## src/rtl/mem_access_ctrl.sv

```systemverilog
// mem_access_ctrl: initiator for the 16-bit big-endian unified instruction/data memory.
// Sequences fetch/load/store with region faults; define MEM_BYTE_ACCESS_EN for byte access (RMW stores).

module mem_access_ctrl #(
  parameter int IMEM_TOP     = 1023,
  parameter int DMEM_BASE    = 1024,
  parameter int MEM_TOP      = 4095,
  parameter int READ_WAIT    = 1,
  parameter int WRITE_CYCLES = 1
) (
  input  logic        clk,
  input  logic        rest,
  input  logic        req_valid,
  output logic        req_ready,
  input  logic [1:0]  req_op,
  input  logic [15:0] req_addr,
  input  logic [15:0] req_wdata,
  input  logic        req_byte,
  output logic        rsp_valid,
  output logic [15:0] rsp_data,
  output logic        rsp_fault,
  output logic [15:0] Mem_Address,
  output logic        Mem_Read,
  output logic        Mem_Write,
  output logic [15:0] Write_Data,
  input  logic [15:0] Result
);

  typedef enum logic [2:0] {
    S_IDLE, S_SETUP, S_RD_WAIT, S_WRITE, S_HOLD, S_RESP
  } state_t;

  typedef enum logic [1:0] {
    OP_FETCH = 2'b00, OP_LOAD = 2'b01, OP_STORE = 2'b10, OP_RSVD = 2'b11
  } op_t;

  localparam int CNT_MAX = (READ_WAIT > WRITE_CYCLES) ? READ_WAIT : WRITE_CYCLES;
  localparam int CNT_W   = $clog2(CNT_MAX + 1);

  // 17-bit bounds so addr+1 at 16'hFFFF compares correctly instead of wrapping to 0.
  localparam logic [16:0] IMEM_TOP_X  = 17'(IMEM_TOP);
  localparam logic [16:0] DMEM_BASE_X = 17'(DMEM_BASE);
  localparam logic [16:0] MEM_TOP_X   = 17'(MEM_TOP);
  localparam logic [CNT_W-1:0] RD_LAST = CNT_W'(READ_WAIT - 1);
  localparam logic [CNT_W-1:0] WR_LAST = CNT_W'(WRITE_CYCLES - 1);

  state_t            state, state_d;
  op_t               op_q;
  logic              fault_q;
  logic [CNT_W-1:0]  cnt;
  logic [15:0]       data_q;
  logic [16:0]       addr_x, addr_x1;
  logic              word_ok;
  logic              req_fault;
  logic              accept;
  logic              rmw;
  logic              rd_strobe;

  assign addr_x    = {1'b0, req_addr};
  assign addr_x1   = addr_x + 17'd1;
  assign word_ok   = (addr_x >= DMEM_BASE_X) && (addr_x1 <= MEM_TOP_X);
  assign accept    = (state == S_IDLE) && req_valid;

`ifdef MEM_BYTE_ACCESS_EN
  logic byte_q;
  assign rmw = (op_q == OP_STORE) && byte_q;
`else
  assign rmw = 1'b0;
`endif

  // Byte stores read the partner byte first, so they strobe Mem_Read like loads.
  assign rd_strobe = (op_q == OP_LOAD) || rmw;

  // Fault decision is made on the incoming fields and latched with them on accept.
  always_comb begin
    req_fault = 1'b1;
    case (req_op)
      OP_FETCH:          req_fault = (addr_x1 > IMEM_TOP_X);
      OP_LOAD, OP_STORE: req_fault = !word_ok;
      default:           req_fault = 1'b1;
    endcase
`ifdef MEM_BYTE_ACCESS_EN
    if (req_byte) begin
      case (req_op)
        OP_LOAD:  req_fault = !((addr_x >= DMEM_BASE_X) && (addr_x <= MEM_TOP_X));
        OP_STORE: req_fault = !word_ok;
        default:  req_fault = 1'b1;
      endcase
    end
`else
    if (req_byte) req_fault = 1'b1;
`endif
  end

  always_comb begin
    // NOTE: every output of this block gets a default first, so no branch can infer a latch.
    state_d   = state;
    req_ready = 1'b0;
    rsp_valid = 1'b0;
    Mem_Read  = 1'b0;
    Mem_Write = 1'b0;
    rsp_data  = '0;
    rsp_fault = 1'b0;
    unique case (state)
      S_IDLE: begin
        req_ready = 1'b1;
        if (req_valid) state_d = req_fault ? S_RESP : S_SETUP;
      end
      S_SETUP: begin
        Mem_Read = rd_strobe;
        state_d  = ((op_q == OP_STORE) && !rmw) ? S_WRITE : S_RD_WAIT;
      end
      S_RD_WAIT: begin
        Mem_Read = rd_strobe;
        if (cnt == RD_LAST) state_d = rmw ? S_WRITE : S_RESP;
      end
      S_WRITE: begin
        Mem_Write = 1'b1;
        if (cnt == WR_LAST) state_d = S_HOLD;
      end
      S_HOLD: state_d = S_RESP;
      S_RESP: begin
        rsp_valid = 1'b1;
        rsp_data  = data_q;
        rsp_fault = fault_q;
        state_d   = S_IDLE;
      end
      default: state_d = S_IDLE;
    endcase
  end

  // NOTE: all registers use non-blocking assignments so each one samples pre-edge values.
  always_ff @(posedge clk or negedge rest) begin
    if (!rest) begin
      state       <= S_IDLE;
      op_q        <= OP_FETCH;
      fault_q     <= 1'b0;
      cnt         <= '0;
      data_q      <= '0;
      Mem_Address <= '0;
      Write_Data  <= '0;
`ifdef MEM_BYTE_ACCESS_EN
      byte_q      <= 1'b0;
`endif
    end else begin
      state <= state_d;
      if (state_d != state) cnt <= '0;
      else if ((state == S_RD_WAIT) || (state == S_WRITE)) cnt <= cnt + CNT_W'(1);

      if (accept) begin
        op_q    <= op_t'(req_op);
        fault_q <= req_fault;
        data_q  <= '0;
`ifdef MEM_BYTE_ACCESS_EN
        byte_q  <= req_byte;
`endif
        // Rejected requests leave the memory bus untouched.
        if (!req_fault) begin
          Mem_Address <= req_addr;
          Write_Data  <= req_wdata;
        end
      end

      if ((state == S_RD_WAIT) && (cnt == RD_LAST)) begin
`ifdef MEM_BYTE_ACCESS_EN
        if (rmw)         Write_Data <= {Write_Data[7:0], Result[7:0]};
        else if (byte_q) data_q     <= {8'h00, Result[15:8]};
        else             data_q     <= Result;
`else
        data_q <= Result;
`endif
      end
    end
  end

endmodule

```

## config.mk

```make
export PLATFORM = sky130hd
export DESIGN_NAME = mem_access_ctrl
export DESIGN_NICKNAME = d
export VERILOG_FILES = /design/src/rtl/mem_access_ctrl.sv
export SDC_FILE = /design/constraint.sdc
export NUM_CORES = 1
export LEC_CHECK = 0
export ABC_AREA = 0
export CAP_MARGIN = 0
export CORE_ASPECT_RATIO = 0.8
export CORE_MARGIN = 3
export CORE_UTILIZATION = 40
export CTS_BUF_LIST = sky130_fd_sc_hd__clkbuf_8
export DETAILED_ROUTE_END_ITERATION = 12
export PLACE_DENSITY_LB_ADDON = 0.1
export SLEW_MARGIN = 10
export SYNTH_ARGS = -nofsm -noshare
export SYNTH_HDL_FRONTEND = slang
export SYNTH_SLANG_ARGS = --single-unit
export TNS_END_PERCENT = 5
```

## constraint.sdc

```tcl
create_clock -name clk -period 2.33 [get_ports clk]
set_input_delay 0.466 -clock clk [delete_from_list [all_inputs] [get_ports clk]]
set_output_delay 0.466 -clock clk [all_outputs]
set_load 0.02 [all_outputs]
```

# After elaboration in Yosys (flattened, before gate mapping)
# Cells that the tools add are included.
# W data, S select, Z words.
[totals]
reg_bits = 55
output_inout_bits = 53
[classes]
bitwise_logic = 2
muxes = 18
n_lt_le_gt_ge = 3
n_eq_ne = 10
n_addsub = 2
reduce_logical = 12
[ops]
columns = ["op", "n"]
rows = [
  ["$mux W16", 3],
  ["$add A16 B1 Y17 const B", 1],
  ["$gt A17 B10 Y1 const B", 1],
  ["$le A17 B12 Y1 const B", 1],
  ["$ge A16 B11 Y1 const B", 1],
  ["$pmux W3 S5", 1],
  ["$mux W3", 4],
  ["$mux W1", 9],
  ["$eq A3 B2 Y1 const B", 2],
  ["$eq A3 B3 Y1 const B", 2],
  ["$eq A2 B1 Y1 const B", 2],
  ["$eq A2 B2 Y1 const B", 2],
  ["$reduce_bool A2 Y1", 2],
  ["$reduce_or A2 Y1", 2],
  ["$eq A3 B1 Y1 const B", 1],
  ["$logic_and A1 B1 Y1", 3],
  ["$logic_not A3 Y1", 1],
  ["$ne A3 B3 Y1", 1],
  ["$logic_not A2 Y1", 1],
  ["$not A1 Y1", 2],
  ["$pmux W1 S2", 1],
  ["$reduce_and A2 Y1", 1],
  ["$add A1 B1 Y1 const B", 1],
  ["$logic_not A1 Y1", 1],
  ["$logic_or A1 B1 Y1", 1],
]

# Logic depth before layout (Yosys ltp)
[depth]
ltp_word = 11
ltp_mapped = 11
mapped_depth_nobuf = 9

# Worst setup path before layout
# OpenSTA, ideal clock, no wires.
[synth_path]
kind = "input port to flip-flop"
from = "in req_addr[3]"
to = "reg Mem_Address[0]"
path_buffers = 2
cell_stages = 9
setup_time_ns = 0.125
path_slack_ns = -0.703
arrival_time_ns = 2.908
path_cell_list = "buf_2 nand3_1 or3_4 or3_1 a2111oi_2 o211ai_1 nor3_4 buf_6 mux2_2"
[synth_between]
elab_chain_len = 8
word_cells_on_any_way = 10
classes_between = "1 x add/sub; 3 x order compare; 2 x mux; 1 x bitwise; 3 x reduce/logical"
[synth_lines]
columns = ["element", "line_no", "rtl"]
rows = [
  ["start: declaration", "16", "input logic [15:0] req_addr,"],
  ["$add A16 B1 Y17", "60", "assign addr_x1 = addr_x + 17'd1;"],
  ["$le A17 B12 Y1", "61", "assign word_ok = (addr_x >= DMEM_BASE_X) && (addr_x1 <= MEM_TOP_X);"],
  ["$logic_and A1 B1 Y1", "61", ""],
  ["$logic_not A1 Y1", "79", "OP_LOAD, OP_STORE: req_fault = !word_ok;"],
  ["$pmux W1 S2 (*)", "77", "case (req_op)"],
  ["$mux W1 (*)", "91", "if (req_byte) req_fault = 1'b1;"],
  ["$not A1 Y1 (no line) (*)", "--", ""],
  ["$reduce_and A2 Y1 (no line) (*)", "--", ""],
  ["end signal: assignment", "159", "Mem_Address <= req_addr;"],
  ["end: declaration", "22", "output logic [15:0] Mem_Address,"],
]
# Every way passes the cells marked *; elsewhere a longest branch is shown, timed or not.
# A chain may end at the register's enable or synchronous reset.

# Final worst setup path
[layout_path]
from = "in req_addr[7]"
to = "reg Mem_Address[0]"
# Same word-level chain as after synthesis.

==> metrics.md <==
| Metric | Value |
|---|---|
| Run status | finished with violations |
| Failing checks | negative setup slack |
| Instance count of the mapped netlist | 273 |
| FMAX | 0.3633 GHz |
| Clock Tree Buf Depth | 2 |
| Worst VDD drop | 0.5772 mV |
| Global Route Usage Sum | 0.2109 |
| Primary FF master, synth | dfrtp_1 |
| Post-Synth Adder-Cell Area | 0.02212 |
| Reg2Reg Setup Slack | 0.35 ns |
| Post-synthesis xor/xnor area fraction | 0.01239 |
| Worst Path Required | 2.52 ns |
| Initial drt markers | 99 |
| Internal | 2.743 mW |
| Sequential share of power | 0.366 |
| Nets | 483 |
| DRT antenna net count | 0 |
| Syn avg cell area | 10.36 sq um |
| Core area | 6604 sq um |
| H-tree depth | 2 |
| Crit Path Class | in -> reg |
| Max FO, Critical Path | 8 |
| Final worst-path cycle share | 1.181 |
| Mux cell area share after synthesis | 0.1350 |
| Vias per Instance | 5.145 |
| Initial antenna violation count | 0 |
| Synth Register Bits | 55 |
| Slew headroom | 0.5377 |
| Die Y | 81.20 um |
| Worst reg2reg endpoint | Mem_Address[0]$_DFFE_PN0P_ |
| CTS root buffer | clkbuf_8 |
| Max cap viols | 0 |
| Area after DPL | 4335 sq um |
| YS warnings | 0 |
| Sequential area share after synthesis | 0.4867 |
| CP arrival | 2.95 ns |
| Placed cells | 490 |
| RSZ-0062 raised after global routing | true |
| Fraction of registers with async set or reset after synthesis | 1.000 |
| Largest net degree at the start of global routing | 56 |
| DR pass1 iterations | 4 |
| Distinct cells, synth | 46 |
| Fillers | 506 |
| PortBufs | 106 |
| Logic pwr share | 0.511 |
| Clk slew on worst S/H paths | 0.10 ns |
| Global route total overflow | 0 |
| Area grow syn2layout | 67.35% |
| Worst R2R Path Depth | 6 |
| Share of cells above drive strength 1 | 0.2988 |
| Worst setup SP type | primary input |
| Hold Crit Class | in -> async |
| Largest family of logic cells by synthesized area | simple AND/OR/NAND/NOR gates |
| Synth Area in Simple Gates | 0.2075 |
| Post-CTS Hold Buffers | 0 |
| Worst Clk Skew | 0.009977 ns |
| Routability congestion estimate | 0.8913 |
| Compound-Gate Fraction of Synth Area | 0.1013 |
| Sw Pwr | 1.586 mW |
| Clock Power Share | 0.122 |
| Final Cell Area | 4732 sq um |
| CTS tree | built |
| Die W | 100.0 um |
| Number of global-route vias before repair | 2657 |
| PwrDens | 914.8 nW/um^2 |
| Worst setup slack after layout | -0.4227 ns |
| CP Capture Type | register |
| Die area | 8120 sq um |
| Routed WL | 8306 um |
| Ant. Diodes | 0 |
| Reg2reg start | state[0]$_DFF_PN0_ |
| CTS buffer count | 5 |
| DR vias | 2619 |
| Fin. max-slew vios | 0 |
| Final setup violation count | 51 |
| First-pass GRT wire length | 13410 um |
| Post-synthesis cell area | 2828 sq um |
| Routed len/inst | 16.32 um |
| # clock sinks | 55 |
| Final Hold Vio Count | 0 |
| Post-DP HPWL | 5684 um |
| Post-synth EDFFs | 0 |
| Leak | 2.058 nW |
| Slew at the pin closest to its max-slew limit | 0.6934 ns |
| I/O pin count | 107 |
| Mapped Nets | 332 |
| Post-Layout Cell Count | 509 |
| Initial Util | 0.4282 |
| Site row count | 26 |
| Switch share | 0.3664 |
| DRC viols | 0 |
| Min Tclk post-route | 2.753 ns |
| Post-layout util | 0.7166 |
| Final Power | 4.329 mW |
| Insertion delay to the later sink of the worst-skew pair | 0.31 ns |
Yosys cell counts (all sizes together), types with 3 or more instances:
| cell type | count | area share |
|---|---|---|
| dfrtp | 55 | 0.49 |
| nand2 | 44 | 0.058 |
| mux2 | 33 | 0.13 |
| o21ai | 21 | 0.037 |
| and2 | 18 | 0.040 |
| clkbuf | 11 | 0.015 |
| nor2 | 11 | 0.015 |
| a21oi | 6 | 0.011 |
| nand3 | 6 | 0.011 |
| nand4 | 6 | 0.013 |
| ha | 5 | 0.022 |
| inv | 5 | 0.0066 |
| o211ai | 5 | 0.013 |
| buf | 4 | 0.014 |
| nor3 | 4 | 0.011 |
| o21a | 4 | 0.011 |
| and4 | 3 | 0.0093 |
| nor2b | 3 | 0.0066 |
flip-flops by register name, summed over array words and instances (netlist names):
name and count:
op_q 2, data_q 16, cnt 1, Write_Data 16
fault_q 1, state 3, Mem_Address 16
cell type report:
type	instances	area, sq um	area share
well taps	84	105.1	0.02221
flip-flops and latches	55	1378	0.2911
clock inverters	3	20.02	0.004231
clock buffers	5	68.82	0.01454
multi-input cells	198	1577	0.3332
repair buffers	159	1565	0.3308
inverters	5	18.77	0.003966
metal layers:
layer  vias up  share of wire  global-route usage
met5         -              0                   0
met4         0          0.013             0.05653
met3        14          0.087             0.07468
met2        89           0.45              0.3402
met1      1265           0.45              0.2713
li1       1251              -                   -
power groups by stage:
stage	sequential, mW	combinational, mW	clock [mW]
after floorplan	1.81	0.797	0
after global placement	1.56	2.02	0
after detailed placement	1.59	2.05	0
after CTS	1.58	2.21	0.549
after global routing	1.65	2.36	0.590
final	1.59	2.21	0.530
worst max-delay path by stage:
stage | startpoint | to | slack [ns] | depth (start not counted)
CTS | req_addr[4] | Mem_Address[0]$_DFFE_PN0P_ | -0.41 | 12
floorplan | req_addr[3] | Mem_Address[0]$_DFFE_PN0P_ | -0.56 | 10
detailed placement | req_addr[1] | Write_Data[2]$_DFFE_PN0P_ | -1.23 | 11
global route | req_addr[7] | Mem_Address[0]$_DFFE_PN0P_ | -0.51 | 13
finish | req_addr[7] | Mem_Address[0]$_DFFE_PN0P_ | -0.42 | 13
global placement | req_addr[0] | Mem_Address[11]$_DFFE_PN0P_ | -1.11 | 11
cell usage in the layout, fill, tap and decap left out, types with 3 or more instances in the layout:
cell type	synthesis	layout
buf_12	0	3
nand4_1	6	6
o21a_1	4	4
o21ai_0	20	20
clkbuf_8	0	5
ha_1	5	4
buf_4	0	43
a21oi_1	6	3
buf_16	0	3
buf_6	3	8
a21oi_2	0	3
nand3_1	6	3
nand2_1	44	44
o211ai_1	5	5
nor2_1	11	11
dfrtp_1	55	54
and2_1	18	17
buf_2	1	3
clkdlybuf4s50_1	0	88
nor2b_1	3	3
dlygate4sd2_1	0	6
inv_1	5	5
mux2_4	0	32
critical path, cell delays in order:
cell       delay, ns
buf_8           0.10
buf_6           0.11
buf_6           0.11
and4b_1         0.24
a41oi_2         0.04
o21a_1          0.21
nand3b_1        0.24
a2111oi_4       0.40
o211ai_1        0.21
nor3_4          0.20
buf_6           0.17
buf_16          0.15
mux2_4          0.31
stage by stage:
stage / setup TNS, ns / hold WS (ns) / setup WS [ns]
after CTS: -13.77 / 0.2991 / -0.4145
after detailed placement: -40.18 / 0.4781 / -1.229
after global routing: -19.52 / 0.2994 / -0.5140
after global placement: -36.51 / 0.4663 / -1.109
after floorplan: -17.51 / 0.1704 / -0.5584
final: -14.66 / 0.2634 / -0.4227
cells by family (layout without fill, tap and decap cells):
| kind of cell | Yosys count | in the layout |
|---|---|---|
| adders and majority gates | 5 | 5 |
| DFF | 55 | 55 |
| buffers and inverters | 20 | 172 |
| AOI/OAI and AO/OA | 45 | 45 |
| xor gates and xnor gates | 4 | 4 |
| and+or+nand+nor | 110 | 110 |
| muxes | 34 | 34 |
timing repair:
action,4_1_cts,5_1_grt
endpoints found under the setup margin,52,53
cloned,4,0
endpoints found under the hold margin,0,0
gates resized for setup,90,10
pin swaps,16,6
buffers inserted,9,1
No activity file was read; power rests on OpenSTA's default activity.
